==> src/rtl/nes_joypad_mux_if.sv <==
// nes_joypad_mux_if
//   Bundles the joypad engine's bus-side signals. The master side holds the
//   NES core's strobe/read pulses and the controller decoders' button vectors.
//   The slave side is the nes_joypad_mux engine.
//
//   strobe        $4016 bit0 latch, active high
//   joypad_clock  per-port CPU read pulses (port0 = $4016, port1 = $4017)
//   fourscore_en  multitap mode request, sampled on each load
//   btn           per pad {R,L,D,U,St,Se,B,A}, pad p in [8p+7:8p]
//   loader_btn    UART loader override, same layout as btn
//   turbo_en      per pad {B,A} turbo enables, pad p in [2p+1:2p]
//   joy_data      current serial bit per port
//   shift_done    per port: every data bit has been consumed since the last load
interface nes_joypad_mux_if #(
  parameter int NUM_PADS = 2
);
  logic                    strobe;
  logic [1:0]              joypad_clock;
  logic                    fourscore_en;
  logic [8*NUM_PADS-1:0]   btn;
  logic [8*NUM_PADS-1:0]   loader_btn;
  logic [2*NUM_PADS-1:0]   turbo_en;
  logic [1:0]              joy_data;
  logic [1:0]              shift_done;

  modport master (
    output strobe, joypad_clock, fourscore_en, btn, loader_btn, turbo_en,
    input  joy_data, shift_done
  );

  modport slave (
    input  strobe, joypad_clock, fourscore_en, btn, loader_btn, turbo_en,
    output joy_data, shift_done
  );
endinterface

==> src/rtl/nes_joypad_mux.sv <==
// nes_joypad_mux
//   NES controller-port engine. It merges up to four pads (decoded buttons ORed
//   with the UART loader overrides) and adds free-running turbo on A/B. It then
//   serialises the result to the CPU on two ports. There are two read formats:
//   standard 8-bit reads, and Four Score 24-bit reads that end in a signature.
//
//   clk     system clock
//   resetn  asynchronous active-low reset
//   bus     nes_joypad_mux_if slave modport (strobe, read pulses, pad inputs,
//           serial data and shift_done outputs)
module nes_joypad_mux #(
  parameter int         NUM_PADS    = 2,
  parameter int         FREQ        = 21_477_272,
  parameter int         TURBO_HZ    = 10,
  parameter int         SYNC_STAGES = 2,
  parameter logic       FILL_BIT    = 1'b1,
  parameter logic [7:0] SIG_P0      = 8'h08,
  parameter logic [7:0] SIG_P1      = 8'h04
) (
  input logic             clk,
  input logic             resetn,
  nes_joypad_mux_if.slave bus
);

  localparam int             HALF    = FREQ / (2 * TURBO_HZ);
  localparam int             TCW     = $clog2(HALF + 1);
  localparam logic [TCW-1:0] HALF_M1 = TCW'(HALF - 1);
  localparam logic [4:0]     LEN_STD = 5'd8;
  localparam logic [4:0]     LEN_FS  = 5'd24;

  logic [SYNC_STAGES-1:0][8*NUM_PADS-1:0] btn_sync_q;
  logic [SYNC_STAGES-1:0][2*NUM_PADS-1:0] turbo_sync_q;
  logic [8*NUM_PADS-1:0]                  btn_s;
  logic [2*NUM_PADS-1:0]                  turbo_s;

  logic [TCW-1:0]     turbo_cnt_q;
  logic               phase_q;
  logic [3:0][7:0]    eff;

  logic [1:0][23:0]   sreg_q;
  logic [1:0][4:0]    cnt_q;
  logic [1:0]         last_clk_q;
  logic               mode_q;
  logic               load_fs;
  logic [4:0]         len;

  assign btn_s   = btn_sync_q[SYNC_STAGES-1];
  assign turbo_s = turbo_sync_q[SYNC_STAGES-1];
  assign load_fs = bus.fourscore_en & (NUM_PADS == 4);
  assign len     = mode_q ? LEN_FS : LEN_STD;

  // Synchroniser chains for the asynchronous pad and turbo inputs.
  always_ff @(posedge clk or negedge resetn) begin
    if (!resetn) begin
      btn_sync_q   <= '0;
      turbo_sync_q <= '0;
    end else begin
      btn_sync_q[0]   <= bus.btn;
      turbo_sync_q[0] <= bus.turbo_en;
      for (int i = 1; i < SYNC_STAGES; i++) begin
        btn_sync_q[i]   <= btn_sync_q[i-1];
        turbo_sync_q[i] <= turbo_sync_q[i-1];
      end
    end
  end

  // Free-running turbo phase, shared by all pads.
  always_ff @(posedge clk or negedge resetn) begin
    if (!resetn) begin
      turbo_cnt_q <= '0;
      phase_q     <= 1'b0;
    end else if (turbo_cnt_q == HALF_M1) begin
      turbo_cnt_q <= '0;
      phase_q     <= ~phase_q;
    end else begin
      turbo_cnt_q <= turbo_cnt_q + TCW'(1);
    end
  end

  // Effective pad state. Pads beyond NUM_PADS stay zero, so the Four Score
  // packing below elaborates for a two-pad build too.
  always_comb begin
    eff = '0;
    for (int p = 0; p < NUM_PADS; p++) begin
      eff[p]    = btn_s[8*p +: 8] | bus.loader_btn[8*p +: 8];
      eff[p][0] = eff[p][0] | (turbo_s[2*p]   & phase_q);
      eff[p][1] = eff[p][1] | (turbo_s[2*p+1] & phase_q);
    end
  end

  // Load and shift. A strobe beats a coincident falling edge. The counter
  // saturates at the frame length, so late reads only return FILL_BIT.
  always_ff @(posedge clk or negedge resetn) begin
    if (!resetn) begin
      sreg_q     <= '0;
      cnt_q      <= '0;
      last_clk_q <= '0;
      mode_q     <= 1'b0;
    end else begin
      last_clk_q <= bus.joypad_clock;
      if (bus.strobe) begin
        mode_q <= load_fs;
        cnt_q  <= '0;
        if (load_fs) begin
          sreg_q[0] <= {SIG_P0, eff[2], eff[0]};
          sreg_q[1] <= {SIG_P1, eff[3], eff[1]};
        end else begin
          sreg_q[0] <= {{16{FILL_BIT}}, eff[0]};
          sreg_q[1] <= {{16{FILL_BIT}}, eff[1]};
        end
      end else begin
        for (int p = 0; p < 2; p++) begin
          if (last_clk_q[p] && !bus.joypad_clock[p]) begin
            sreg_q[p] <= {FILL_BIT, sreg_q[p][23:1]};
            if (cnt_q[p] != len) begin
              cnt_q[p] <= cnt_q[p] + 5'd1;
            end
          end
        end
      end
    end
  end

  assign bus.joy_data[0]   = sreg_q[0][0];
  assign bus.joy_data[1]   = sreg_q[1][0];
  assign bus.shift_done[0] = (cnt_q[0] == len);
  assign bus.shift_done[1] = (cnt_q[1] == len);

endmodule

==> src/flat_wrapper.sv <==
// flat-port wrapper written by rule: the top's interface ports become plain ports
module nes_joypad_mux_flat 
#(
  parameter int         NUM_PADS    = 2,
  parameter int         FREQ        = 21_477_272,
  parameter int         TURBO_HZ    = 10,
  parameter int         SYNC_STAGES = 2,
  parameter logic       FILL_BIT    = 1'b1,
  parameter logic [7:0] SIG_P0      = 8'h08,
  parameter logic [7:0] SIG_P1      = 8'h04
)
  (clk, resetn, bus_strobe, bus_joypad_clock, bus_fourscore_en, bus_btn, bus_loader_btn, bus_turbo_en, bus_joy_data, bus_shift_done);
  nes_joypad_mux_if #(.NUM_PADS(NUM_PADS)) bus_i ();
  input logic clk;
  input logic resetn;
  input wire logic [$bits(bus_i.strobe)-1:0] bus_strobe;
  input wire logic [$bits(bus_i.joypad_clock)-1:0] bus_joypad_clock;
  input wire logic [$bits(bus_i.fourscore_en)-1:0] bus_fourscore_en;
  input wire logic [$bits(bus_i.btn)-1:0] bus_btn;
  input wire logic [$bits(bus_i.loader_btn)-1:0] bus_loader_btn;
  input wire logic [$bits(bus_i.turbo_en)-1:0] bus_turbo_en;
  output wire logic [$bits(bus_i.joy_data)-1:0] bus_joy_data;
  output wire logic [$bits(bus_i.shift_done)-1:0] bus_shift_done;
  assign bus_i.strobe = bus_strobe;
  assign bus_i.joypad_clock = bus_joypad_clock;
  assign bus_i.fourscore_en = bus_fourscore_en;
  assign bus_i.btn = bus_btn;
  assign bus_i.loader_btn = bus_loader_btn;
  assign bus_i.turbo_en = bus_turbo_en;
  assign bus_joy_data = bus_i.joy_data;
  assign bus_shift_done = bus_i.shift_done;
  nes_joypad_mux #(.NUM_PADS(NUM_PADS), .FREQ(FREQ), .TURBO_HZ(TURBO_HZ), .SYNC_STAGES(SYNC_STAGES), .FILL_BIT(FILL_BIT), .SIG_P0(SIG_P0), .SIG_P1(SIG_P1)) u_core (.clk(clk), .resetn(resetn), .bus(bus_i));
endmodule
==> config.mk <==
export PLATFORM = sky130hd
export DESIGN_NAME = nes_joypad_mux_flat
export DESIGN_NICKNAME = d
export VERILOG_FILES = /design/src/rtl/nes_joypad_mux_if.sv /design/src/rtl/nes_joypad_mux.sv /design/src/flat_wrapper.sv
export SDC_FILE = /design/constraint.sdc
export NUM_CORES = 1
export LEC_CHECK = 0
export BUFFER_PORTS_ARGS = -buffer_cell sky130_fd_sc_hd__buf_2
export CAP_MARGIN = 40
export CELL_PAD_IN_SITES_DETAIL_PLACEMENT = 1
export CELL_PAD_IN_SITES_GLOBAL_PLACEMENT = 2
export CORE_MARGIN = 8
export CORE_UTILIZATION = 35
export DETAILED_ROUTE_END_ITERATION = 16
export GPL_ROUTABILITY_DRIVEN = 0
export GPL_TIMING_DRIVEN = 0
export PLACE_DENSITY = 0.84
export RECOVER_POWER = 100
export SYNTH_ARGS = -nofsm -noshare
export SYNTH_HDL_FRONTEND = slang
export SYNTH_SLANG_ARGS = --single-unit
==> constraint.sdc <==
create_clock -name clk -period 3 [get_ports clk]
set_input_delay 0 -clock clk [delete_from_list [all_inputs] [get_ports clk]]
set_output_delay 0 -clock clk [all_outputs]
set_load 0.01 [all_outputs]
## Yosys cells after proc, flatten, opt, wreduce, memory -nomap -nowiden

Cells that the tools add are included.

| word-level totals | value |
|---|---|
| output and inout bits | 4 |
| register bits | 122 |
| logic and storage cells | 49 |
| bits of input ports | 42 |

| cells by class | value |
|---|---|
| reduce and logical (&&, ||, !) cells | 10 |
| bitwise operators | 11 |
| eq/ne operators | 5 |
| add/sub/neg operators | 3 |
| multiplexer cells | 9 |

Operators with widths:

| kind | number |
|---|---|
| 24-bit two-way mux | 2 |
| 48-bit two-way mux | 1 |
| 21-bit by 1-bit adder with 21-bit output (second input constant) | 1 |
| 21-bit == test (second input constant) | 1 |
| 21-bit two-way mux | 1 |
| 5-bit two-way mux | 4 |
| 8-bit OR | 2 |
| 5-bit by 1-bit adder with 5-bit output (second input constant) | 2 |
| 5-bit by 4-bit == test with 1-bit output (second input constant) | 2 |
| 10-bit two-way mux | 1 |
| 5-bit by 4-bit inequality test with 1-bit output (second input constant) | 2 |
| 2-bit nonzero test | 4 |
| 1-bit bitwise AND | 4 |
| 1-bit OR | 4 |
| 2-bit AND reduction | 2 |
| 1-bit logical AND | 2 |
| 1-bit logical NOT | 2 |
| 1-bit NOT | 1 |

## Longest topological paths before layout

Gate-level depths: netlist of run 1.

| depth | value |
|---|---|
| word-level depth | 4 |
| depth in mapped cells | 7 |

## Worst setup path after synthesis of run 1

No wires, ideal clock.

| path | value |
|---|---|
| path type | register to register |
| from | reg u_core.turbo_cnt_q[5] |
| to | reg u_core.turbo_cnt_q[6] |
| data required time | 2.881 ns |
| data arrival time | 1.429 ns |
| stages on the path, launching flop included | 6 |
| setup slack | 1.452 ns |
| cell sequence | dfrtp_1 or4b_1 nor4_1 and3_2 buf_6 nor2_1 |

| between the ends | value |
|---|---|
| cells in the longest elaborated chain, start to end | 2 |

Ends and longest elaborated chain:

| what | line | RTL |
|---|---|---|
| start: declaration | nes_joypad_mux.sv:36 | `logic [TCW-1:0] turbo_cnt_q;` |
| start signal: assignment | nes_joypad_mux.sv:76 | `turbo_cnt_q <= turbo_cnt_q + TCW'(1);` |
| 21-bit by 1-bit adder with 21-bit output / 21-bit == test (equally long branches) | nes_joypad_mux.sv:76, nes_joypad_mux.sv:72 |  |
| 21-bit two-way mux * | nes_joypad_mux.sv:72 | `end else if (turbo_cnt_q == HALF_M1) begin` |

Every way passes the cells marked *; elsewhere a longest branch is shown, timed or not.
A chain may end at the register's enable or synchronous reset.

## Final worst setup path of run 1

| path | value |
|---|---|
| from | reg u_core.turbo_cnt_q[5] |
| to | reg u_core.turbo_cnt_q[2] |

| between the ends | value |
|---|---|
| cells in the longest elaborated chain, start to end | 2 |

Ends and longest elaborated chain:

| what | line |
|---|---|
| 21-bit == test | nes_joypad_mux.sv:72 |
| 21-bit two-way mux | nes_joypad_mux.sv:72 |

Every way passes these cells.

==> impl_metrics.yaml, run 1 <==
sta:
  relSlewSlack_pct: -3.984
  slew_violations: 26
  fmax_ghz: 0.4898
  grt_setup_unrepaired: "false"
  min_period_ps: 2042
  final_hold_viol_count: 0
  worst_pin_slew_ps: 1560
  skew_ps: 7.073
  tns_ps: 0
  setup_viol: 0
  period_share_pct: 68.05
die:
  die_w_um: 131.4
  start_util_pct: 35.46
  coreArea_um2: 13140
  die-area_um2: 17260
  ioPinCount: 46
  row_count: 42
  die_h_um: 131.4
global_route:
  top_usage_layer: "met2"
  gr-total-overflow: 0
  grt.total_usage_pct: 13.71
  grt_pass1_vias: 3767
  antenna_found_initial: 2
  grtUsageMet2_pct: 23.60
  grt_pass1_wl_mm: 18.80
  grt_max_degree: 98
  use_met3_pct: 4.345
  grt_use_met1_pct: 15.20
setup_path:
  cp-start-kind: "flop"
  path_class: "flop to flop"
  crit_arrival_ps: 2310
  worstPathMaxFanout: 10
  cp.required_ps: 3270
  endpoint_kind: "flop"
synthesis:
  synth_area_leaders: "dfrtp_1 66%, nand2_1 8.1%, nand3_1 4.1%"
  synth_edf_count: 0
  synth.most_common_cell: "dfrtp_1"
  ys.flop_type: "dfrtp_1"
  ys_seq_area_share_pct: 65.54
  syn_inst: 419
  yosysTopAreaCell: "dfrtp_1"
  syn_area_um2: 4658
  ys_top_cells_by_count: "122 x dfrtp_1, 100 x nand2_1, 38 x nand3_1, 20 x nor2_1"
  synth-seq-cells: 122
  synth_top_area_share_pct: 65.54
  postSynth.asyncResetShare_pct: 100.0
  syn-num-nets: 467
  yosysWarnings: 0
  avgSynthCellArea_um2: 11.12
  synth_cell_type_count: 34
clock_tree:
  insertion_delay_ps: 410
  numClockSinks: 122
  cts.reportedPaths.clkPinSlew_ps: 50
  clk_path_buf_depth: 2
  cts_root_buf: "clkbuf_16"
  post_cts_buffers: 0
  cts_buffers: 17
  cts_max_level: 4
  cts_tree: "yes"
flow_run:
  drv_cap: 1
final_layout:
  area_delta_synth_final_pct: 29.12
  drive_above_1_share_pct: 12.59
  final_design_area_no_fill_um2: 6015
  fin_nets: 571
status:
  violations: "max-capacitance violations, max-slew violations"
  run_status: "complete, but fails checks"
drt:
  routedWlPerCell_um: 15.59
  wirelength_mm: 11.07
  drtIter0Drc: 177
  dr.pass1.iters: 5
  drc: 0
  viasPerCell: 4.806
  ant_nets: 0
  routed-via-count: 3412
power:
  p_leak_nw: 2.677
  power.density_nw_per_um2: 647.3
  ir_drop_mv: 0.3636
min_path:
  hp-class: "input pin to flop"
place:
  place_hpwl_mm: 6.937
  placed_area_um2: 5132
  io_buffers: 44
==> registers in the layout, indices dropped and copies added, names as in the netlist <==
signal / cells
u_core.turbo_cnt_q: 21
u_core.turbo_sync_q: 4
u_core.turbo_s: 4
u_core.btn_s: 16
u_core.phase_q: 1
u_core.cnt_q: 10
u_core.last_clk_q: 2
u_core.btn_sync_q: 16
u_core.sreg_q: 46
u_core.bus.joy_data: 2
==> path summary, 6_finish.rpt <==
check                                           start                endpoint  slack (ps)  depth (start not counted)
worst max-delay path            u_core.turbo_cnt_q[5]   u_core.turbo_cnt_q[2]         960                          5
worst min-delay path                       bus_btn[7]    u_core.btn_sync_q[7]         230                          2
worst max register to register  u_core.turbo_cnt_q[5]   u_core.turbo_cnt_q[2]         960                          5
worst min register to register  u_core.btn_sync_q[15]        u_core.btn_s[15]         350                          0
max in group asynchronous                      resetn  u_core.turbo_cnt_q[17]        1300                          3
min in group asynchronous                      resetn         u_core.cnt_q[2]         520                          2
==> stage by stage <==
stage / setup WS (ps) / util (%) / instances / hold WS, ps / power [mW]
2_1_floorplan: 1452 / - / 419 / -295.6 / 1.891
6_report: 958.4 / 45.78 / 710 / 226.6 / 3.893
4_1_cts: 1266 / 46.19 / 708 / 22.05 / 3.946
5_1_grt: 789.3 / 45.78 / 710 / 209.4 / 4.052
3_5_place_dp: 1284 / 39.07 / 640 / -115.7 / 2.008
3_3_place_gp: 438.5 / 38.81 / 639 / 108.0 / 1.989
==> layer usage <==
metal  vias to the layer above  routed length (um)  share of wire [%]
li1                       1621                   -                  -
met1                      1728                4871                 44
met2                        48                5744                 52
met3                        15                 301                2.7
met4                         0                 152                1.4
met5                         -                   0                  0
==> final cells by class <==
| type | count | area (um^2) |
|---|---|---|
| plain buffers | 22 | 90.09 |
| well taps | 176 | 220.2 |
| flip-flops and latches | 122 | 3053 |
| inverters | 10 | 37.54 |
| diodes | 2 | 5.005 |
| clock inverters | 3 | 40.04 |
| multi-input cells | 265 | 1435 |
| clock buffers | 25 | 495.5 |
| fillers | 1441 | 7123 |
| repair buffers | 85 | 638.1 |
==> cell usage in the layout (no fill, tap or decap), types with 4 or more instances in the layout <==
cell type / n
a2111oi_0: 4
a21oi_1: 4
a31oi_1: 16
buf_2: 36
clkbuf_1: 32
clkbuf_16: 17
clkbuf_8: 4
dfrtp_1: 122
dlygate4sd3_1: 40
ha_1: 6
inv_1: 9
nand2_1: 100
nand3_1: 39
nand4_1: 8
nor2_1: 20
nor3_1: 14
nor4_1: 7
xnor2_1: 17
xor2_1: 9
==> logic make-up after synthesis <==
logic type	count (synthesis)	share of synthesized area, %
flip-flops	122	65.54
adder cells (fa/ha/maj)	6	1.612
buffers and inverters	32	2.901
AO/OA/AOI/OAI	28	3.895
XOR/XNOR	26	4.889
AND/OR/NAND/NOR	205	21.17
==> worst max-delay path, cell delays in order, from the launching register on <==
cell      delay, ps
dfrtp_1         420
or4b_1          530
nor4_1          180
and3_2          230
clkbuf_1        420
nor2_1          110
==> power breakdown <==
| part | switching (mW) | internal, mW | total, mW |
|---|---|---|---|
| clock network | 0.670 | 1.20 | 1.87 |
| registers | 0.0381 | 1.73 | 1.76 |
| logic | 0.145 | 0.110 | 0.254 |
==> repair_timing <==
| action | CTS | global route |
|---|---|---|
| endpoints found under the hold margin | 162 | 0 |
| hold buffers | 40 | 0 |
| resized for setup | 0 | 0 |
(Power assumes the default switching activity.)
==> run 2: changes to the inputs <==
Clock period 3 ns to 2.1 ns, I/O delays scaled along.
==> run 2 against run 1 <==
The run still ends with max-capacitance violations, max-slew violations left. Maximum frequency up 16%. Non-clock buffer count unchanged. Power up 43%. Sequential cell count unchanged. Critical path type unchanged. First-iteration DRC count down 5.1%. Sequential share of layout area down 0.24 points. Sequential power up 43%. Final cell count unchanged. Global-route usage unchanged.
==> impl_metrics.yaml, run 2 (synthesis gave the netlist of run 1 again) <==
setup_path:
  cp.required_ps: 2390
  worstPathMaxFanout: 6
  endpoint_kind: "flop"
  crit_arrival_ps: 2050
  path_class: "flop to flop"
  cp-start-kind: "flop"
  r2r_cells: 4
sta:
  grt_setup_unrepaired: "false"
  fin_ws_ps: 341.8
  setup_viol: 0
  skew_ps: 9.220
  min_period_ps: 1758
  worst_hold_slack_ps: 222.0
  worst_pin_slew_ps: 1560
  relSlewSlack_pct: -3.974
  slew_violations: 26
  fmax_ghz: 0.5688
  period_share_pct: 83.72
  final_hold_viol_count: 0
die:
  ioPinCount: 46
  row_count: 42
  start_util_pct: 35.46
  die_w_um: 131.4
  coreArea_um2: 13140
  die_h_um: 131.4
  die-area_um2: 17260
global_route:
  grt_pass1_wl_mm: 18.80
  antenna_found_initial: 2
  gr-total-overflow: 0
  grt_max_degree: 98
  grt.total_usage_pct: 13.71
  grt_pass1_vias: 3767
clock_tree:
  cts.reportedPaths.clkPinSlew_ps: 50
  cts_buffers: 17
  cts_resized: 0
  cts_hold_buf: 40
  post_cts_buffers: 0
  cts_root_buf: "clkbuf_16"
  clk_path_buf_depth: 2
  insertion_delay_ps: 420
  cts_max_level: 4
  cts_tree: "yes"
  numClockSinks: 122
drt:
  viasPerCell: 4.789
  drc: 0
  drtIter0Drc: 168
  ant_nets: 0
  routedWlPerCell_um: 15.64
  routed-via-count: 3400
  wirelength_mm: 11.10
  dr.pass1.iters: 5
final_layout:
  area_delta_synth_final_pct: 29.73
  largest_reg_flops: 46
  utilization_pct: 46.00
  regMostFlops: "u_core.sreg_q"
  final_design_area_no_fill_um2: 6043
  seqCellArea_um2: 3053
  fin_cells: 710
  drive_above_1_share_pct: 13.16
  fillers: 1435
  final_common_cell: "dfrtp_1"
  reg_top3: "u_core.sreg_q (46), u_core.turbo_cnt_q (21)"
  final_cell_mix: "122 x dfrtp_1, 100 x nand2_1, 40 x dlygate4sd3_1, 39 x nand3_1, 36 x buf_2"
  fin_nets: 571
  multi_input_area_um2: 1456
flow_run:
  drv_cap: 1
min_path:
  hold_depth: 2
  hp-class: "input pin to flop"
power:
  p_leak_nw: 2.699
  power.density_nw_per_um2: 920.5
  ir_drop_mv: 0.5226
place:
  dp_cells: 640
  place_hpwl_mm: 6.937
  placed_area_um2: 5132
  dp_slack_ps: 384.4
  io_buffers: 44
status:
  run_status: "complete, but fails checks"
  violations: "max-capacitance violations, max-slew violations"
## run 2: cell types whose count changed in the layout (fill, tap and decap cells not counted)
cell	delta
buf_6	+1
clkbuf_1	-1
nor4_1	-2
nor4_2	+1
nor4_4	+1
## run 2: metal layers
layer | part of all wire, % | routed length (um) | vias up | global-route usage, %
met4 | 0.89 | 99 | 0 | 6.318
met3 | 2.9 | 320 | 8 | 4.345
met2 | 52 | 5794 | 47 | 23.60
li1 | - | - | 1620 | -
met1 | 44 | 4889 | 1725 | 15.20
met5 | 0 | 0 | - | 0
## run 2: area by class of cell
class | count | area share, %
diodes | 2 | 0.08282
plain buffers | 22 | 1.615
clock buffers | 25 | 8.199
clock inverters | 3 | 0.6625
inverters | 10 | 0.6211
multi-input cells | 265 | 24.10
flip-flops and latches | 122 | 50.52
well taps | 176 | 3.644
repair buffers | 85 | 10.56
## run 2: final timing paths
path | startpoint | end | slack (ps)
worst max register to register | u_core.turbo_cnt_q[2] | u_core.turbo_cnt_q[15] | 340
worst min-delay path | bus_btn[7] | u_core.btn_sync_q[7] | 220
max in group asynchronous | resetn | u_core.turbo_cnt_q[17] | 430
worst max-delay path | u_core.turbo_cnt_q[2] | u_core.turbo_cnt_q[15] | 340
min in group asynchronous | resetn | u_core.cnt_q[2] | 510
worst min register to register | u_core.btn_sync_q[0] | u_core.btn_s[0] | 350
## run 2: worst max-delay path, cell delays in order (launching register included)
cell and delay [ps]:
dfrtp_1 440, nand3_1 300, nor4_2 580, nand4_1 180
xnor2_1 150
## run 2: power by group
group / internal, mW / switching (mW) / leakage (nW)
combinational: 0.157 / 0.207 / 1.04
sequential: 2.47 / 0.0546 / 1.40
clock: 1.72 / 0.958 / 0.265
## run 2: per-stage QoR
stage                     total power [mW]  TNS (ps)
after floorplan                      2.702         0
after global placement               2.841    -55460
after detailed placement             2.868         0
after CTS                            5.637         0
after global routing                 5.788         0
final                                5.563         0
